### src/rtl/wave_analyzer_if.sv
// wave_analyzer_if
//   Bundles the sample stream feeding the wave analyzer and the measurement
//   results it reports.
//   Signals:
//     sample_in     signed 16-bit waveform sample
//     sample_valid  sample_in is valid this cycle
//     hysteresis    unsigned 15-bit crossing threshold magnitude
//     result_valid  one-cycle pulse, result fields just updated
//     period        valid samples in the last complete cycle
//     high_time     valid samples with level high in the last cycle
//     peak_max      signed maximum sample of the last cycle
//     peak_min      signed minimum sample of the last cycle
//     locked        at least one result since reset or timeout
//     timeout       one-cycle pulse on loss of signal
//   Modports:
//     master  the sample source, which also consumes the results
//     slave   the analyzer
interface wave_analyzer_if #(
  parameter int PERIOD_W = 24
);
  logic signed [15:0]   sample_in;
  logic                 sample_valid;
  logic [14:0]          hysteresis;
  logic                 result_valid;
  logic [PERIOD_W-1:0]  period;
  logic [PERIOD_W-1:0]  high_time;
  logic signed [15:0]   peak_max;
  logic signed [15:0]   peak_min;
  logic                 locked;
  logic                 timeout;

  modport master (
    output sample_in, sample_valid, hysteresis,
    input  result_valid, period, high_time, peak_max, peak_min, locked, timeout
  );

  modport slave (
    input  sample_in, sample_valid, hysteresis,
    output result_valid, period, high_time, peak_max, peak_min, locked, timeout
  );
endinterface

### src/rtl/wave_analyzer.sv
// wave_analyzer
//   Receive-side measurement block for a signed 16-bit waveform stream.
//   Tracks a hysteresis level, detects rising crossings and, for every
//   complete cycle between two rises, reports period, high time and the
//   signed peak maximum and minimum. Loss of signal raises a timeout pulse.
//   Ports:
//     clk      system clock, all logic on posedge
//     rst      asynchronous active-high reset
//     wave_if  slave side of wave_analyzer_if (samples in, results out)
//   Parameters:
//     PERIOD_W    width of the period/high-time counters and outputs
//     MAX_PERIOD  valid samples without a rise before timeout
//                 (must fit in PERIOD_W bits)
module wave_analyzer #(
  parameter int PERIOD_W   = 24,
  parameter int MAX_PERIOD = 2**24 - 1
) (
  input logic           clk,
  input logic           rst,
  wave_analyzer_if.slave wave_if
);

  typedef enum logic {
    ACQ  = 1'b0,
    MEAS = 1'b1
  } state_e;

  localparam logic [PERIOD_W-1:0] CNT_ONE   = {{(PERIOD_W-1){1'b0}}, 1'b1};
  localparam logic [PERIOD_W-1:0] CNT_LIMIT = PERIOD_W'(MAX_PERIOD);
  localparam logic signed [15:0]  RUN_MAX_INIT = 16'sh8000;
  localparam logic signed [15:0]  RUN_MIN_INIT = 16'sh7fff;

  state_e               state_q, state_d;
  logic                 level_q, level_d;
  logic [PERIOD_W-1:0]  cnt_q, cnt_d;
  logic [PERIOD_W-1:0]  hcnt_q, hcnt_d;
  logic signed [15:0]   runMax_q, runMax_d;
  logic signed [15:0]   runMin_q, runMin_d;
  logic                 resultValid_q, resultValid_d;
  logic [PERIOD_W-1:0]  period_q, period_d;
  logic [PERIOD_W-1:0]  highTime_q, highTime_d;
  logic signed [15:0]   peakMax_q, peakMax_d;
  logic signed [15:0]   peakMin_q, peakMin_d;
  logic                 locked_q, locked_d;
  logic                 timeout_q, timeout_d;

  logic signed [16:0]   sampleExt;
  logic signed [16:0]   hPos;
  logic signed [16:0]   hNeg;
  logic                 levelNew;
  logic                 rise;
  logic                 timeoutHit;

  // Level tracker with 17-bit signed compares so that -H never overflows and
  // full-scale samples compare correctly. A sample inside [-H, +H] holds the
  // previous level, which with H=0 means a zero sample holds.
  always_comb begin
    sampleExt = {wave_if.sample_in[15], wave_if.sample_in};
    hPos      = {2'b00, wave_if.hysteresis};
    hNeg      = -hPos;
    levelNew  = level_q;
    if (sampleExt > hPos) begin
      levelNew = 1'b1;
    end else if (sampleExt < hNeg) begin
      levelNew = 1'b0;
    end
    rise       = wave_if.sample_valid && !level_q && levelNew;
    // The limit check happens before any increment, so cnt never wraps; a
    // rise on the same sample takes priority over the timeout.
    timeoutHit = wave_if.sample_valid && !rise && (cnt_q == CNT_LIMIT);
  end

  // State register together with the counters and registered outputs.
  always_ff @(posedge clk or posedge rst) begin
    if (rst) begin
      state_q       <= ACQ;
      level_q       <= 1'b0;
      cnt_q         <= '0;
      hcnt_q        <= '0;
      runMax_q      <= RUN_MAX_INIT;
      runMin_q      <= RUN_MIN_INIT;
      resultValid_q <= 1'b0;
      period_q      <= '0;
      highTime_q    <= '0;
      peakMax_q     <= '0;
      peakMin_q     <= '0;
      locked_q      <= 1'b0;
      timeout_q     <= 1'b0;
    end else begin
      state_q       <= state_d;
      level_q       <= level_d;
      cnt_q         <= cnt_d;
      hcnt_q        <= hcnt_d;
      runMax_q      <= runMax_d;
      runMin_q      <= runMin_d;
      resultValid_q <= resultValid_d;
      period_q      <= period_d;
      highTime_q    <= highTime_d;
      peakMax_q     <= peakMax_d;
      peakMin_q     <= peakMin_d;
      locked_q      <= locked_d;
      timeout_q     <= timeout_d;
    end
  end

  // Next-state logic: any rise starts (or restarts) a measurement, a timeout
  // drops back to acquisition.
  always_comb begin
    state_d = state_q;
    if (rise) begin
      state_d = MEAS;
    end else if (timeoutHit) begin
      state_d = ACQ;
    end
  end

  // Output and datapath logic. Invalid cycles leave everything untouched and
  // the pulse outputs fall back to zero. In ACQ the counter still advances so
  // that a dead input also produces a timeout.
  always_comb begin
    level_d       = level_q;
    cnt_d         = cnt_q;
    hcnt_d        = hcnt_q;
    runMax_d      = runMax_q;
    runMin_d      = runMin_q;
    resultValid_d = 1'b0;
    period_d      = period_q;
    highTime_d    = highTime_q;
    peakMax_d     = peakMax_q;
    peakMin_d     = peakMin_q;
    locked_d      = locked_q;
    timeout_d     = 1'b0;
    if (wave_if.sample_valid) begin
      level_d = levelNew;
      if (rise) begin
        if (state_q == MEAS) begin
          period_d      = cnt_q;
          highTime_d    = hcnt_q;
          peakMax_d     = runMax_q;
          peakMin_d     = runMin_q;
          resultValid_d = 1'b1;
          locked_d      = 1'b1;
        end
        cnt_d    = CNT_ONE;
        hcnt_d   = CNT_ONE;
        runMax_d = wave_if.sample_in;
        runMin_d = wave_if.sample_in;
      end else if (timeoutHit) begin
        timeout_d = 1'b1;
        locked_d  = 1'b0;
        cnt_d     = '0;
        hcnt_d    = '0;
        runMax_d  = RUN_MAX_INIT;
        runMin_d  = RUN_MIN_INIT;
      end else begin
        cnt_d = cnt_q + CNT_ONE;
        if (state_q == MEAS) begin
          if (levelNew) begin
            hcnt_d = hcnt_q + CNT_ONE;
          end
          if (wave_if.sample_in > runMax_q) begin
            runMax_d = wave_if.sample_in;
          end
          if (wave_if.sample_in < runMin_q) begin
            runMin_d = wave_if.sample_in;
          end
        end
      end
    end
  end

  assign wave_if.result_valid = resultValid_q;
  assign wave_if.period       = period_q;
  assign wave_if.high_time    = highTime_q;
  assign wave_if.peak_max     = peakMax_q;
  assign wave_if.peak_min     = peakMin_q;
  assign wave_if.locked       = locked_q;
  assign wave_if.timeout      = timeout_q;

endmodule

### src/flat_wrapper.sv
// flat-port wrapper written by rule: the top's interface ports become plain ports
module wave_analyzer_flat 
#(
  parameter int PERIOD_W   = 24,
  parameter int MAX_PERIOD = 2**24 - 1
)
  (clk, rst, wave_if_sample_in, wave_if_sample_valid, wave_if_hysteresis, wave_if_result_valid, wave_if_period, wave_if_high_time, wave_if_peak_max, wave_if_peak_min, wave_if_locked, wave_if_timeout);
  wave_analyzer_if #(.PERIOD_W(PERIOD_W)) wave_if_i ();
  input logic clk;
  input logic rst;
  input wire logic [$bits(wave_if_i.sample_in)-1:0] wave_if_sample_in;
  input wire logic [$bits(wave_if_i.sample_valid)-1:0] wave_if_sample_valid;
  input wire logic [$bits(wave_if_i.hysteresis)-1:0] wave_if_hysteresis;
  output wire logic [$bits(wave_if_i.result_valid)-1:0] wave_if_result_valid;
  output wire logic [$bits(wave_if_i.period)-1:0] wave_if_period;
  output wire logic [$bits(wave_if_i.high_time)-1:0] wave_if_high_time;
  output wire logic [$bits(wave_if_i.peak_max)-1:0] wave_if_peak_max;
  output wire logic [$bits(wave_if_i.peak_min)-1:0] wave_if_peak_min;
  output wire logic [$bits(wave_if_i.locked)-1:0] wave_if_locked;
  output wire logic [$bits(wave_if_i.timeout)-1:0] wave_if_timeout;
  assign wave_if_i.sample_in = wave_if_sample_in;
  assign wave_if_i.sample_valid = wave_if_sample_valid;
  assign wave_if_i.hysteresis = wave_if_hysteresis;
  assign wave_if_result_valid = wave_if_i.result_valid;
  assign wave_if_period = wave_if_i.period;
  assign wave_if_high_time = wave_if_i.high_time;
  assign wave_if_peak_max = wave_if_i.peak_max;
  assign wave_if_peak_min = wave_if_i.peak_min;
  assign wave_if_locked = wave_if_i.locked;
  assign wave_if_timeout = wave_if_i.timeout;
  wave_analyzer #(.PERIOD_W(PERIOD_W), .MAX_PERIOD(MAX_PERIOD)) u_core (.clk(clk), .rst(rst), .wave_if(wave_if_i));
endmodule
### config.mk
export PLATFORM = sky130hd
export DESIGN_NAME = wave_analyzer_flat
export DESIGN_NICKNAME = d
export VERILOG_FILES = /design/src/rtl/wave_analyzer_if.sv /design/src/rtl/wave_analyzer.sv /design/src/flat_wrapper.sv
export SDC_FILE = /design/constraint.sdc
export NUM_CORES = 1
export LEC_CHECK = 0
export CORE_MARGIN = 2
export CORE_UTILIZATION = 56
export DETAILED_ROUTE_END_ITERATION = 6
export GPL_TIMING_DRIVEN = 0
export PLACE_DENSITY_LB_ADDON = 0.2
export SYNTH_ARGS = -nofsm -noshare
export SYNTH_HDL_FRONTEND = slang
export SYNTH_SLANG_ARGS = --single-unit
### constraint.sdc
create_clock -name clk -period 6.94 [get_ports clk]
set_input_delay 1.388 -clock clk [delete_from_list [all_inputs] [get_ports clk]]
set_output_delay 1.388 -clock clk [all_outputs]
set_load 0.02 [all_outputs]
==> impl_metrics.tcl <==
set metrics [dict create \
    outcome "completed" \
    startpoint "wave_if_hysteresis[2]" \
    root_buffer "clkbuf_16" \
    fin_crit_sh 0.833 \
    crit_arrival_ns 6.08 \
    p_comb_frac 0.331 \
    r2r_end "u_core.runMin_q[2]$_DFFE_PP1P_" \
    yosys_register_bits 165 \
    die_x_um 130 \
    worstSetupEndpointType "flop" \
    grt_use_total 0.238 \
    final_cells 1159 \
    holdBufCountCts 0 \
    fin_skew_ns 0.0145 \
    setup_viol 0 \
    fin_crit_ns 5.78 \
    syn_inst 799 \
    max-cap-violations 0 \
    post-cts-setup-buffers 0 \
    synth_nets 898 \
    p_per_area_nw_per_um2 321 \
    fillCellCount 1157 \
    maxSlewViolCount 0 \
    sw_frac_of_total 0.328 \
    worstSetupEndpoint "u_core.hcnt_q[1]$_DFFE_PP0P_" \
    tightest_slew_ns 0.867 \
    netlist-cell-type-count 58 \
    async_flop_share 1.00 \
    fmax_mhz 173 \
    clkSinkCount 165 \
    via_count 6499 \
    routabilityCongestion 0.892 \
    drt_first_iter_violations 399 \
    grt_max_degree 106 \
    die_y_um 130 \
    critPathLaunchType "primary input" \
    antenna_found_initial 0 \
    ys.flop_type "dfrtp_1" \
    avgSynthCellArea_um2 11.0 \
    first_global_vias 6288 \
    final_antenna_net_count 0 \
    hold_viol 0 \
    crit_fanout 10 \
    rsz0062_at_grt "no" \
    final_net_count 1034 \
    crit_type "primary input to flop" \
    r2r_slack_ns 3.87 \
    p_leak_nw 4.95 \
    worstHoldStart "u_core.runMin_q[0]$_DFFE_PP1P_" \
    core_um2 15300 \
    tns_ns 0 \
    drcViolationCount 0 \
    grt_first_pass_wirelength_um 31200 \
    vdd_ir_drop_max_uv 205 \
    switching_power_mw 1.15 \
    hpwl_um 13800 \
    drt-wirelength-per-cell_um 16.3 \
    worst_skew_pair.late_latency_ns 0.43 \
    clk_pin_slew_ns 0.07 \
    min_path_type "flop to flop" \
    diodes 0 \
    clock_power_share 0.274 \
    cts.path.max_buffers 2 \
    area_growth_pct 23.4 \
    numCtsBuffers 17 \
    synth.cell_area_um2 8820 \
    drive_above_1_share 0.151 \
    ios 117 \
    rr_startpoint "u_core.cnt_q[12]$_DFFE_PP0P_" \
    grt.overflow.total 0 \
    rows 45 \
    synth_edf_count 0 \
    dieArea_um2 16800 \
    port_buffers 116 \
    dp.cells 1127 \
    seqPwrFrac 0.396 \
    via_per_inst 5.61 \
    yosysWarnings 0 \
    first_pass_iters 5 \
    cts_tree "done" \
    critical_path_required_ns 7.24 \
    rr_worst_depth 9 \
    ys_seq_area_frac 0.470 \
    wl_um 18900 \
    p_int_mw 2.35 \
    slew_headroom 0.420 \
    cts_resized 0 \
    start_util 0.576 \
    power_mw 3.50 \
    h-tree-depth 4 \
]
==> cell usage after synthesis, drive strengths merged (2+ instances only) <==
| master | count | area [um^2] |
|---|---|---|
| mux2i | 32 | 320 |
| or2 | 2 | 12.5 |
| o21ai | 34 | 170 |
| nand2b | 5 | 38.8 |
| o21a | 5 | 37.5 |
| or3 | 15 | 93.8 |
| a21oi | 39 | 199 |
| inv | 64 | 240 |
| nand4 | 23 | 144 |
| a211oi | 3 | 22.5 |
| a2111oi | 3 | 27.5 |
| o2111ai | 2 | 17.5 |
| o31ai | 11 | 96.3 |
| and2 | 4 | 25.0 |
| a21o | 6 | 45.0 |
| ha | 65 | 813 |
| and3 | 6 | 37.5 |
| xnor2 | 20 | 175 |
| and4 | 7 | 61.3 |
| o211ai | 2 | 15.0 |
| dfstp | 16 | 420 |
| or4 | 13 | 105 |
| a31oi | 3 | 18.8 |
| mux2 | 81 | 912 |
| nand3 | 27 | 135 |
| nor2 | 56 | 210 |
| dfrtp | 149 | 3730 |
| clkbuf | 10 | 37.5 |
| buf | 18 | 140 |
| nor2b | 4 | 25.0 |
| nand2 | 30 | 115 |
| xor2 | 16 | 140 |
| nor4 | 6 | 52.6 |
| nor3 | 10 | 61.3 |
| o22ai | 2 | 12.5 |
==> worst min-delay path by stage <==
stage / endpoint / slack, ns / cells past startpoint
2_1_floorplan: u_core.runMin_q[0]$_DFFE_PP1P_ / 0.45 / 2
3_3_place_gp: u_core.runMin_q[0]$_DFFE_PP1P_ / 0.46 / 2
3_5_place_dp: u_core.runMin_q[0]$_DFFE_PP1P_ / 0.47 / 2
4_1_cts: u_core.runMin_q[0]$_DFFE_PP1P_ / 0.48 / 2
5_1_grt: u_core.runMin_q[0]$_DFFE_PP1P_ / 0.48 / 2
6_report: u_core.runMin_q[0]$_DFFE_PP1P_ / 0.47 / 2
==> sequential cells by signal, indices dropped and copies added, names as in the netlist, 16 cells and up <==
name and count:
u_core.wave_if.high_time 24, u_core.wave_if.peak_max 16, u_core.cnt_q 24, u_core.runMin_q 16
u_core.hcnt_q 24, u_core.runMax_q 16, u_core.wave_if.peak_min 16, u_core.wave_if.period 24
==> metrics by stage <==
step / utilization / area, um^2 / setup slack (ns) / hold WS [ns]
2_1_floorplan: - / 8820 / 1.12 / 0.450
3_3_place_gp: 0.669 / 10200 / -1.01 / 0.465
3_5_place_dp: 0.671 / 10300 / 0.785 / 0.469
4_1_cts: 0.711 / 10900 / 1.17 / 0.479
5_1_grt: 0.711 / 10900 / 0.881 / 0.484
6_report: 0.711 / 10900 / 1.16 / 0.473
==> worst max-delay path, stage by stage <==
cell and delay [ns]:
clkdlybuf4s50_1 0.47, or4_1 0.62, nor4_1 0.45, nand3_1 0.20, nor3_1 0.27, nand2_1 0.11
nor3_1 0.22, ha_1 0.33, a21oi_1 0.14, o21ai_0 0.09, or4_1 0.60, a32oi_4 0.39
buf_2 0.30, buf_4 0.20, mux2i_1 0.23, nor2_1 0.06
==> cells by family (layout without fill, tap and decap cells) <==
family / after synthesis / after routing / synth area share
AO/OA/AOI/OAI: 117 / 117 / 0.0850
XOR/XNOR: 36 / 36 / 0.0357
adder cells (fa/ha/maj): 65 / 65 / 0.0922
AND/OR/NAND/NOR: 210 / 210 / 0.129
buffers and inverters: 93 / 242 / 0.0484
flip-flops: 165 / 165 / 0.470
multiplexers: 113 / 113 / 0.140
==> layout make-up <==
| type | instances | area [um^2] | area share |
|---|---|---|---|
| plain buffers | 28 | 178 | 0.0163 |
| clock buffers | 18 | 439 | 0.0403 |
| clock inverters | 14 | 165 | 0.0152 |
| inverters | 65 | 256 | 0.0236 |
| multi-input cells | 541 | 4250 | 0.390 |
| flip-flops and latches | 165 | 4150 | 0.381 |
| well taps | 211 | 264 | 0.0243 |
| repair buffers | 117 | 1190 | 0.109 |
==> placed cells by master (no fill, tap or decap), types with 9 or more instances in the layout <==
cell type / instances
xnor2_1: 20
nor3_1: 9
xor2_1: 16
clkdlybuf4s50_1: 116
mux2_2: 62
dfstp_2: 16
nand4_1: 23
dfrtp_1: 149
or4_1: 11
inv_1: 62
nand2_1: 29
clkbuf_1: 10
a21oi_1: 38
o31ai_1: 10
mux2i_1: 32
nor2_1: 56
mux2_1: 19
o21ai_0: 34
or3_1: 15
clkbuf_16: 17
nand3_1: 27
ha_1: 65
==> power by group through the flow <==
stage / clock (mW) / sequential (mW) / combinational [mW]
floorplan: 0 / 1.51 / 0.589
global placement: 0 / 1.40 / 1.13
detailed placement: 0 / 1.40 / 1.15
CTS: 0.974 / 1.39 / 1.17
global route: 1.02 / 1.42 / 1.26
finish: 0.958 / 1.38 / 1.16
==> routing by layer <==
layer  up-vias  routed length, um  share of wire  global-route usage
li1       3133                  -              -                   -
met1      3165               8580           0.45               0.325
met2       168               9150           0.48               0.383
met3        33                799          0.042              0.0438
met4         0                409          0.022              0.0879
met5         -                  0              0                   0
Note: power is estimated with default switching activity, not from simulation.
